File: config.mk
export PLATFORM = sky130hd
export DESIGN_NAME = dcp_bus_ctl_flat
export DESIGN_NICKNAME = d
export VERILOG_FILES = /design/src/rtl/dcp_bus_ctl_if.sv /design/src/rtl/dcp_bus_ctl.sv /design/src/flat_wrapper.sv
export SDC_FILE = /design/constraint.sdc
export NUM_CORES = 1
export LEC_CHECK = 0
export BUFFER_PORTS_ARGS = -buffer_cell sky130_fd_sc_hd__buf_2
export CORE_MARGIN = 4
export CORE_UTILIZATION = 40
export CTS_BUF_LIST = sky130_fd_sc_hd__clkbuf_4 sky130_fd_sc_hd__clkbuf_8 sky130_fd_sc_hd__clkbuf_16
export CTS_CLUSTER_DIAMETER = 120
export DETAILED_ROUTE_END_ITERATION = 7
export PLACE_DENSITY_LB_ADDON = 0.3
export SYNTH_ARGS = -nofsm -noshare
export SYNTH_HDL_FRONTEND = slang
export SYNTH_SLANG_ARGS = --single-unit
File: constraint.sdc
create_clock -name clk -period 2.4 [get_ports clk]
set_input_delay 0.12 -clock clk [delete_from_list [all_inputs] [get_ports clk]]
set_output_delay 0.12 -clock clk [all_outputs]
set_load 0.1 [all_outputs]
File: src/rtl/dcp_bus_ctl_if.sv
// Host/DCP bus bundle for dcp_bus_ctl. The controller connects to the slave modport;
// the host side and the DCP model connect to the master modport.
interface dcp_bus_ctl_if #(
    parameter int DW = 8
);
    logic          rd_req;
    logic          wr_req;
    logic          la;
    logic [DW-1:0] wdata;
    logic          dcp_rdy;
    logic [DW-1:0] dcp_din;
    logic          mas;
    logic          mds;
    logic          dcp_we;
    logic [DW-1:0] dcp_dout;
    logic [DW-1:0] rdata;
    logic          ack;
    logic          err;
    logic          busy;
    logic          tick;

    modport master (
        output rd_req, wr_req, la, wdata, dcp_rdy, dcp_din,
        input  mas, mds, dcp_we, dcp_dout, rdata, ack, err, busy, tick
    );

    modport slave (
        input  rd_req, wr_req, la, wdata, dcp_rdy, dcp_din,
        output mas, mds, dcp_we, dcp_dout, rdata, ack, err, busy, tick
    );
endinterface

File: src/rtl/dcp_bus_ctl.sv
// DCP bus cycle controller: a prescaled tick paces a strobe of fixed minimum width,
// then waits for dcp_rdy with a tick-based timeout. Every output is a flop.
module dcp_bus_ctl #(
    parameter int PRE_W     = 2,
    parameter int STB_TICKS = 2,
    parameter int TMO_TICKS = 15,
    parameter int DW        = 8
) (
    input  logic         clk,
    input  logic         reset,
    dcp_bus_ctl_if.slave bus
);
    // state  | meaning
    // IDLE   | no transaction, accepting rd_req / wr_req
    // SYNC   | request latched, waiting for a tick to align the strobe
    // STROBE | mas or mds high, counting STB_TICKS ticks
    // WAIT   | strobe still high, waiting for dcp_rdy or TMO_TICKS ticks
    // DONE   | strobes low, one-clock ack (err on timeout)
    typedef enum logic [2:0] {IDLE, SYNC, STROBE, WAIT, DONE} state_t;

    localparam logic [7:0] STB_LOAD = 8'(STB_TICKS);
    localparam logic [7:0] TMO_LOAD = 8'(TMO_TICKS);

    state_t        state;
    logic [PRE_W-1:0] pre_cnt;
    logic [PRE_W-1:0] pre_nxt;
    logic          tick_q;
    logic [7:0]    tmr;
    logic          la_q;
    logic          dir_q;
    logic          mas_q;
    logic          mds_q;
    logic          we_q;
    logic          ack_q;
    logic          err_q;
    logic          busy_q;
    logic [DW-1:0] dout_q;
    logic [DW-1:0] rdata_q;

    assign pre_nxt = pre_cnt + PRE_W'(1);

    // tick is registered from the next count so it is high exactly while count is all-ones
    always_ff @(posedge clk) begin
        if (reset) begin
            pre_cnt <= '0;
            tick_q  <= 1'b0;
        end else begin
            pre_cnt <= pre_nxt;
            tick_q  <= &pre_nxt;
        end
    end

    always_ff @(posedge clk) begin
        if (reset) begin
            state   <= IDLE;
            tmr     <= '0;
            la_q    <= 1'b0;
            dir_q   <= 1'b0;
            mas_q   <= 1'b0;
            mds_q   <= 1'b0;
            we_q    <= 1'b0;
            ack_q   <= 1'b0;
            err_q   <= 1'b0;
            busy_q  <= 1'b0;
            dout_q  <= '0;
            rdata_q <= '0;
        end else begin
            ack_q <= 1'b0;
            err_q <= 1'b0;
            case (state)
                IDLE: begin
                    if (bus.rd_req || bus.wr_req) begin
                        la_q   <= bus.la;
                        dir_q  <= bus.wr_req;
                        dout_q <= bus.wdata;
                        busy_q <= 1'b1;
                        state  <= SYNC;
                    end
                end
                SYNC: begin
                    if (tick_q) begin
                        mas_q <= la_q;
                        mds_q <= !la_q;
                        we_q  <= dir_q;
                        tmr   <= STB_LOAD;
                        state <= STROBE;
                    end
                end
                STROBE: begin
                    if (tick_q) begin
                        if (tmr == 8'd1) begin
                            tmr   <= TMO_LOAD;
                            state <= WAIT;
                        end else begin
                            tmr <= tmr - 8'd1;
                        end
                    end
                end
                WAIT: begin
                    // ready beats a timeout landing on the same clock
                    if (bus.dcp_rdy) begin
                        if (!dir_q) rdata_q <= bus.dcp_din;
                        mas_q <= 1'b0;
                        mds_q <= 1'b0;
                        we_q  <= 1'b0;
                        ack_q <= 1'b1;
                        state <= DONE;
                    end else if (tick_q) begin
                        if (tmr == 8'd1) begin
                            mas_q <= 1'b0;
                            mds_q <= 1'b0;
                            we_q  <= 1'b0;
                            ack_q <= 1'b1;
                            err_q <= 1'b1;
                            state <= DONE;
                        end else begin
                            tmr <= tmr - 8'd1;
                        end
                    end
                end
                DONE: begin
                    busy_q <= 1'b0;
                    state  <= IDLE;
                end
                default: state <= IDLE;
            endcase
        end
    end

    assign bus.mas      = mas_q;
    assign bus.mds      = mds_q;
    assign bus.dcp_we   = we_q;
    assign bus.dcp_dout = dout_q;
    assign bus.rdata    = rdata_q;
    assign bus.ack      = ack_q;
    assign bus.err      = err_q;
    assign bus.busy     = busy_q;
    assign bus.tick     = tick_q;
endmodule

File: src/flat_wrapper.sv
// flat-port wrapper written by rule: the top's interface ports become plain ports
module dcp_bus_ctl_flat 
#(
    parameter int PRE_W     = 2,
    parameter int STB_TICKS = 2,
    parameter int TMO_TICKS = 15,
    parameter int DW        = 8
)
  (clk, reset, bus_rd_req, bus_wr_req, bus_la, bus_wdata, bus_dcp_rdy, bus_dcp_din, bus_mas, bus_mds, bus_dcp_we, bus_dcp_dout, bus_rdata, bus_ack, bus_err, bus_busy, bus_tick);
  dcp_bus_ctl_if #(.DW(DW)) bus_i ();
  input  logic clk;
  input  logic reset;
  input wire logic [$bits(bus_i.rd_req)-1:0] bus_rd_req;
  input wire logic [$bits(bus_i.wr_req)-1:0] bus_wr_req;
  input wire logic [$bits(bus_i.la)-1:0] bus_la;
  input wire logic [$bits(bus_i.wdata)-1:0] bus_wdata;
  input wire logic [$bits(bus_i.dcp_rdy)-1:0] bus_dcp_rdy;
  input wire logic [$bits(bus_i.dcp_din)-1:0] bus_dcp_din;
  output wire logic [$bits(bus_i.mas)-1:0] bus_mas;
  output wire logic [$bits(bus_i.mds)-1:0] bus_mds;
  output wire logic [$bits(bus_i.dcp_we)-1:0] bus_dcp_we;
  output wire logic [$bits(bus_i.dcp_dout)-1:0] bus_dcp_dout;
  output wire logic [$bits(bus_i.rdata)-1:0] bus_rdata;
  output wire logic [$bits(bus_i.ack)-1:0] bus_ack;
  output wire logic [$bits(bus_i.err)-1:0] bus_err;
  output wire logic [$bits(bus_i.busy)-1:0] bus_busy;
  output wire logic [$bits(bus_i.tick)-1:0] bus_tick;
  assign bus_i.rd_req = bus_rd_req;
  assign bus_i.wr_req = bus_wr_req;
  assign bus_i.la = bus_la;
  assign bus_i.wdata = bus_wdata;
  assign bus_i.dcp_rdy = bus_dcp_rdy;
  assign bus_i.dcp_din = bus_dcp_din;
  assign bus_mas = bus_i.mas;
  assign bus_mds = bus_i.mds;
  assign bus_dcp_we = bus_i.dcp_we;
  assign bus_dcp_dout = bus_i.dcp_dout;
  assign bus_rdata = bus_i.rdata;
  assign bus_ack = bus_i.ack;
  assign bus_err = bus_i.err;
  assign bus_busy = bus_i.busy;
  assign bus_tick = bus_i.tick;
  dcp_bus_ctl #(.PRE_W(PRE_W), .STB_TICKS(STB_TICKS), .TMO_TICKS(TMO_TICKS), .DW(DW)) u_core (.clk(clk), .reset(reset), .bus(bus_i));
endmodule
==> metrics.md, run 1 <==
| Metric | Value |
|---|---|
| Buffers on Ports | 44 |
| Syn Std Cell Area | 1630 sq um |
| Synth area leader | dfxtp_1 |
| Worst EP arrival | approximately 2200 ps |
| Die width | a little over 70 microns |
| GRT overflow | 0 |
| Syn Inst Count | roughly 190 |
| Netlist cell types | 39 |
| Clock transition at path regs | roughly 70 ps |
| Nature of the critical path startpoint | register |
| Largest cells by area after synthesis | dfxtp_1 (47%), mux2i_1 (6.8%), nand2_1 (6.0%) |
| Max_cap viols | 0 |
| Kind of end point of the critical path | register |
| Max Slew Vio Count | 0 |
| Clk root buf | clkbuf_8 |
| Tightest Hold Check Type | input port to register |
| Clock Latency Late Sink | about 290 ps |
| Pwr dens | 746 nW/um^2 |
| Number of global-route vias before repair | between 1,000 and 1,500 |
| Status | complete, no violations |
| Setup violations, final | 0 |
| Hold Fails Final Rpt | 0 |
| # hold bufs at CTS | 0 |
| Critical path type | register to register |
| RSZ-0062 raised after global routing | no |
| FF-to-FF setup slack | roughly 440 ps |
| Vias | between 1,000 and 1,500 |
| Buf/Inv on CP | 1 |
| First-pass GRT wire length | approximately 5700 microns |
| Die area | between 5000 and 6000 sq um |
| Share of layout cells above drive strength 1 | 0.256 |
| Synth top area share | 0.467 |
| CTS tree | built |
| # rows | 22 |
| CTS Buf Count | 5 |
| Max VDD drop | 0.000503 V |
| Yosys warning count | 0 |
| Initial Util | 0.429 |
| H-tree depth | 2 |
| Post-synth ARST share | 0 |
| Register area share after synthesis | 0.467 |
| Height of the die | a little over 70 microns |
| TNS Setup | 0 ps |
| CTS resizes | 0 |
| Commonest cells post-synth | dfxtp_1 (38), nand2_1 (26), nor2_1 (23), a21oi_1 (19), mux2i_1 (11) |
| Post-DP Area | around 1900 sq um |
| LEAKAGE | 0.843 nW |
| Grt met3 use | 0.0477 |
| Crit path time final | 1960 ps |
| CP required | between 2000 and 3000 ps |
| Clock skew | ~1.9 ps |
| Routed WL per cell | between 10 and 15 microns |
| Nets@finish | ~260 |
| # fillers | 381 |
| Largest net degree at the start of global routing | 33 |
| ANT cells | 0 |
| Fin util | 0.522 |
| Via-to-Cell Ratio | roughly 5.1 |
| Antenna Nets Post-Route | 0 |
| Clock Tree Buf Depth | 2 |
| Crit path max fanout | 5 |
| Post-synth EDFFs | 0 |
| Most numerous cell in the Yosys netlist | dfxtp_1 |
| Initial DRT Pass Iterations | 4 |
| Hold Path Depth | 2 |
| Cell Chain, Critical Path | inv_1 > ha_1 > or3b_2 > or2_4 > o22ai_1 > o211ai_1 > o41ai_1 |
| Synthesis-stage register bit count | 38 |
| Worst slew margin relative to its limit | 0.589 |
| HP Start | bus_dcp_rdy |
| Detailed-route DRC error count | 0 |
| Max Freq | 0.509 GHz |
| Synth-to-Final Area Change | 21.7% |
| CP max stage cell | or3b_2 |
| Met2 GRT Util | 0.220 |
| Synthesized Nets | roughly 210 |
| Reg-to-Reg Start | u_core.tmr[1] |
| DRT iter0 DRCs | 50 |
| Crit Reg-Reg Endpoint | u_core.tmr[4] |
| Depth of the worst register-to-register path | 7 |
| Met1 Use GR | 0.171 |
| # IOs | between 40 and 50 |
| Core area | between 3000 and 4000 sq um |
| Initial antenna violation count | 0 |
| Design area | just under 2000 sq um |
| Fin crit share | 0.818 |
| Slowest cell delay on critical path | around 500 ps |
| Hold Path End | u_core.bus.err |
| WL final | about 3300 microns |
| DP HPWL | between 2000 and 2500 microns |
| Primary FF master, synth | dfxtp_1 |
| Postcts setup bufs | 0 |
| RePlAce Congestion | 0.854 |
| Gr usage total | 0.141 |
| Synthesized area per cell | about 8.7 sq um |
| Top Usage Layer GRT | met2 |
| Slew @ Worst Pin | 612 ps |
| Crit path max-delay family | simple AND/OR/NAND/NOR gates |
| CTS sink cnt | 38 |
==> worst register-to-register path: stages (launching register included) <==
cell and delay [ps]:
dfxtp_1 340, inv_1 80, ha_1 140, or3b_2 500
or2_4 280, o22ai_1 300, o211ai_1 150, o41ai_1 70
==> cells in the final DEF (no fill, tap or decap), types with 2 or more instances in the layout <==
master,netlist,layout
a21o_1,2,2
nor2b_1,2,2
or3_1,2,2
nor2_1,23,23
o211ai_1,4,4
a211oi_1,2,2
buf_2,2,44
ha_1,3,3
a21oi_1,19,19
o31ai_1,2,2
o21ai_0,5,5
nor4_1,2,2
dfxtp_1,38,38
nand2_1,26,26
o41ai_1,2,2
buf_4,0,3
inv_1,5,5
clkbuf_8,0,6
mux2i_1,11,11
nand2b_1,4,4
o21a_1,2,2
nor3_1,8,8
==> report_power, final <==
part | leakage [nW] | internal, mW | switching, mW | total, mW
Clock | 0.0472 | 0.231 | 0.227 | 0.457
Combinational | 0.487 | 0.0786 | 0.245 | 0.324
Sequential | 0.310 | 0.665 | 0.0332 | 0.699
==> cell families after synthesis <==
group	after synthesis	share of synthesized area
AO/OA/AOI/OAI	46	0.181
AND/OR/NAND/NOR	76	0.223
flip-flops	38	0.467
buffers and inverters	14	0.0384
multiplexers	11	0.0675
adder cells (fa/ha/maj)	3	0.0230
==> metal layers <==
metal	vias up	part of all wire
met5	-	0
met4	0	0.023
met3	8	0.071
met2	36	0.43
met1	653	0.47
li1	751	-
==> final cells by class <==
class	instances	area (sq um)	share of cell area
inverter	5	18.8	0.00946
clock buffer	6	82.6	0.0416
multi-input combinational	136	807	0.407
tap	48	60.1	0.0303
clock inverter	2	12.5	0.00631
timing repair buffer	47	243	0.122
sequential	38	761	0.383
==> metrics by stage <==
stage               worst slack, ps  power [mW]  std cells  hold slack [ps]
global route                    260        1.55        282             35.0
CTS                             425        1.50        282             37.2
detailed placement              433        1.04        274              353
finish                          436        1.48        282             42.6
floorplan                      91.7       0.974        188              196
global placement                468        1.04        274              352
==> registers in the layout (all words and copies together) (netlist names), 2 cells and up <==
register,count
u_core.bus.dcp_dout,8
u_core.bus.rdata,8
u_core.tmr,8
u_core.state,3
u_core.pre_cnt,2
==> worst max path at each step <==
stage                                    to  cells past startpoint            start
after detailed placement  u_core.bus.dcp_we                      7    u_core.tmr[1]
after global placement       u_core.bus.mds                      6    u_core.tmr[0]
after global routing      u_core.bus.dcp_we                      7    u_core.tmr[1]
after floorplan               u_core.tmr[5]                      6  u_core.bus.tick
final                         u_core.tmr[4]                      7    u_core.tmr[1]
after CTS                 u_core.bus.dcp_we                      7    u_core.tmr[1]
Note: power is estimated with default switching activity, not from simulation.
==> run 2: changes to the inputs <==
--- a/config.mk
+++ b/config.mk
@@ -5,6 +5,7 @@
 export SDC_FILE = /design/constraint.sdc
 export NUM_CORES = 1
 export LEC_CHECK = 0
+export ABC_AREA = 1
 export BUFFER_PORTS_ARGS = -buffer_cell sky130_fd_sc_hd__buf_2
 export CORE_MARGIN = 4
 export CORE_UTILIZATION = 40
==> constraint.sdc (replaced) <==
create_clock -name clk -period 2 [get_ports clk]
set_input_delay 0.1 -clock clk [delete_from_list [all_inputs] [get_ports clk]]
set_output_delay 0.1 -clock clk [all_outputs]
set_load 0.1 [all_outputs]
==> run 2 against run 1 <==
First-iteration DRC count increased by 90%. Combinational power grew to 5.6 times the previous value. Core utilization down 1.7 points. Register-to-register slack improved by 60 ps. Synthesized area increased by 11%. Worst setup slack better by 61 ps. Cell count rose by 28%. Design area up 11%. Worst hold slack worse by 23 ps. Synthesized cell count up 39%. Clock-buffer cell count shrank 1. Critical path depth decreased by 1. Critical endpoint is now u_core.la_q. Largest power group is now combinational cells.
==> metrics.md, run 2 <==
| Metric | Value |
|---|---|
| Clock Latency Late Sink | around 300 ps |
| DP HPWL | between 2000 and 3000 microns |
| Post-synth EDFFs | 0 |
| WL final | about 3800 microns |
| Nature of the critical path startpoint | register |
| Depth of the worst register-to-register path | 6 |
| Clock Tree Buf Depth | 2 |
| Die area | ~5700 sq um |
| CP Depth | 6 |
| Register area share after synthesis | 0.421 |
| CP max stage cell | dfxtp_1 |
| Reg-to-Reg Start | u_core.state[1] |
| Initial Util | 0.415 |
| Multiplexer area fraction after synthesis | 0 |
| Height of the die | 75.2 microns |
| Pwr dens | 1670 nW/um^2 |
| # IOs | 45 |
| Vias | approximately 1,700 |
| Setup crit start | u_core.state[1] |
| Synth top area share | 0.421 |
| Design area | 2200 sq um |
| Max_cap viols | 0 |
| Syn Std Cell Area | 1810 sq um |
| Flop pwr share | 0.295 |
| Netlist cell types | 23 |
| CTS resizes | 0 |
| Gr usage total | 0.154 |
| # hold bufs at CTS | 0 |
| Initial antenna violation count | 0 |
| RePlAce Congestion | 0.943 |
| Final setup margin | approximately 500 ps |
| Buffers on Ports | 44 |
| Critical path type | register to register |
| Most frequent cells in the layout | nor2_1 (73), nand2_1 (52), buf_2 (44), dfxtp_1 (37), inv_1 (24) |
| Worst EP arrival | 1680 ps |
| GRT overflow | 0 |
| Clock transition at path regs | approximately 80 ps |
| ANT cells | 0 |
| Max Slew Vio Count | 0 |
| Synth Area in Compound Gates | 0.0922 |
| Slowest cell delay on critical path | 410 ps |
| Crit Reg-Reg Endpoint | u_core.la_q |
| TNS Setup | 0 ps |
| Detailed-route DRC error count | 0 |
| Post-synth ARST share | 0 |
| Yosys warning count | 0 |
| Largest cells by area after synthesis | dfxtp_1 (42%), nor2_1 (15%), nand2_1 (11%) |
| # rows | 24 |
| Antenna Nets Post-Route | 0 |
| Nets@finish | 332 |
| Worst slew margin relative to its limit | 0.616 |
| Most numerous cell in the Yosys netlist | nor2_1 |
| Top sig layer | met4 |
| CTS Buf Count | 5 |
| Synth area leader | dfxtp_1 |
| Syn Inst Count | 261 |
| P_sw | roughly 1.8 mW |
| Crit path max fanout | 12 |
| Share of layout cells above drive strength 1 | 0.227 |
| RSZ-0062 raised after global routing | no |
| Synthesis-stage register bit count | 38 |
| Wl on met1 | 1880 microns |
| Synthesized Nets | between 200 and 300 |
| CTS tree | built |
| Most common cell after layout, fill and taps aside | nor2_1 |
| Kind of end point of the critical path | register |
| Synthesized area per cell | 6.92 sq um |
| First-pass GRT wire length | roughly 6700 microns |
| Clock skew | between 6 and 7 ps |
| Max Freq | about 0.67 GHz |
| Buf/Inv on CP | 1 |
| H-tree depth | 2 |
| LEAKAGE | between 1 and 1.5 nW |
| # fillers | 440 |
| Crit path time final | ~1500 ps |
| Commonest cells post-synth | nor2_1 (73), nand2_1 (52), dfxtp_1 (38), inv_1 (24), o21ai_0 (20) |
| Status | complete, no violations |
| Primary FF master, synth | dfxtp_1 |
| Cell Chain, Critical Path | nor2_4 > nand2_1 > nor2_4 > inv_1 > o21ai_0 > a21oi_1 |
| Max VDD drop | slightly above 0.0009 V |
| Post-DP Area | between 2000 and 2500 sq um |
| Tightest Hold Check Type | input port to register |
| Adder-Cell Fraction of Synth Area | 0.0208 |
| WL met2 | ~1600 microns |
| Setup WS pre-CTS | roughly 510 ps |
| Routed WL per cell | about 11 microns |
| Via-to-Cell Ratio | ~4.6 |
| Final total power | around 3.7 mW |
| Met3 wire length | 300 microns |
| FF-to-FF setup slack | about 500 ps |
| Largest family of logic cells by synthesized area | simple AND/OR/NAND/NOR gates |
| DRT iter0 DRCs | 95 |
| Combinational power share | 0.494 |
| Post-Synth Simple-Gate Area | 0.378 |
| Sw Ratio | 0.480 |
| Setup violations, final | 0 |
| Crit path max-delay family | simple AND/OR/NAND/NOR gates |
| Hold Fails Final Rpt | 0 |
| Postcts setup bufs | 0 |
| Fin crit share | 0.751 |
| Pint | roughly 1.9 mW |
| Slew @ Worst Pin | approximately 580 ps |
| Synth-to-Final Area Change | 22.0% |
| Clock network power share | 0.212 |
| CTS sink cnt | 38 |
| Xor/xnor share of the synthesized area | 0.0146 |
| CP required | ~2200 ps |
| Largest net degree at the start of global routing | 24 |
| CP most frequent cell | nor2_4 |
| Clk root buf | clkbuf_8 |
| Die width | between 70 and 80 microns |
| Core area | 4350 sq um |
| Initial DRT Pass Iterations | 4 |
| Number of global-route vias before repair | about 1,500 |
| Crit path to | u_core.la_q |
-- run 2: final cells by class --
type                       count  area [sq um]  share of cell area
clock buffer                   5          68.8              0.0313
sequential                    38           762               0.346
tap                           52          65.1              0.0295
timing repair buffer          45           228               0.103
clock inverter                 3          68.8              0.0313
multi-input combinational    191           912               0.414
inverter                      26          97.6              0.0443
-- run 2: worst reg2reg max path: cells and delay by family (launching register included) --
family                 cells  cell delay [ps]
AND/OR/NAND/NOR            3              490
flip-flops                 1              410
AO/OA/AOI/OAI              2              280
buffers and inverters      1              220
-- run 2: layer usage --
layer  GRT usage  vias up
met5           0        -
met4      0.0641        0
met3      0.0467        7
met2       0.236       52
met1       0.202      699
li1            -      902
-- run 2: per-stage QoR --
step | utilization | std cells | hold WS (ps)
finish | 0.506 | 360 | 19.2
floorplan | - | 261 | 176
CTS | 0.506 | 360 | 2.14
detailed placement | 0.474 | 352 | 322
global route | 0.506 | 360 | 11.4
global placement | 0.474 | 352 | 319
-- run 2: cell families (layout without fill, tap and decap cells) --
logic type	count (synthesis)	after routing
simple gates	155	155
xor+xnor	3	3
compound gates	30	30
fa+ha+maj	3	3
buf+inv	32	79
flops	38	38
-- run 2: power groups by stage --
stage	Clock, mW	Combinational [mW]	Sequential, mW
after floorplan	0	1.03	1.61
after global placement	0	1.82	1.10
after detailed placement	0	1.83	1.09
after CTS	0.803	1.83	1.08
after global routing	0.833	2.02	1.11
final	0.777	1.81	1.08
-- run 2: worst min path at each step --
stage / startpoint / to / cells after the start
finish: bus_dcp_rdy / u_core.bus.err / 2
global route: bus_wdata[3] / u_core.bus.dcp_dout[3] / 3
CTS: bus_dcp_rdy / u_core.bus.err / 2
detailed placement: bus_dcp_rdy / u_core.bus.err / 2
global placement: bus_dcp_rdy / u_core.bus.err / 2
floorplan: reset / u_core.bus.err / 1
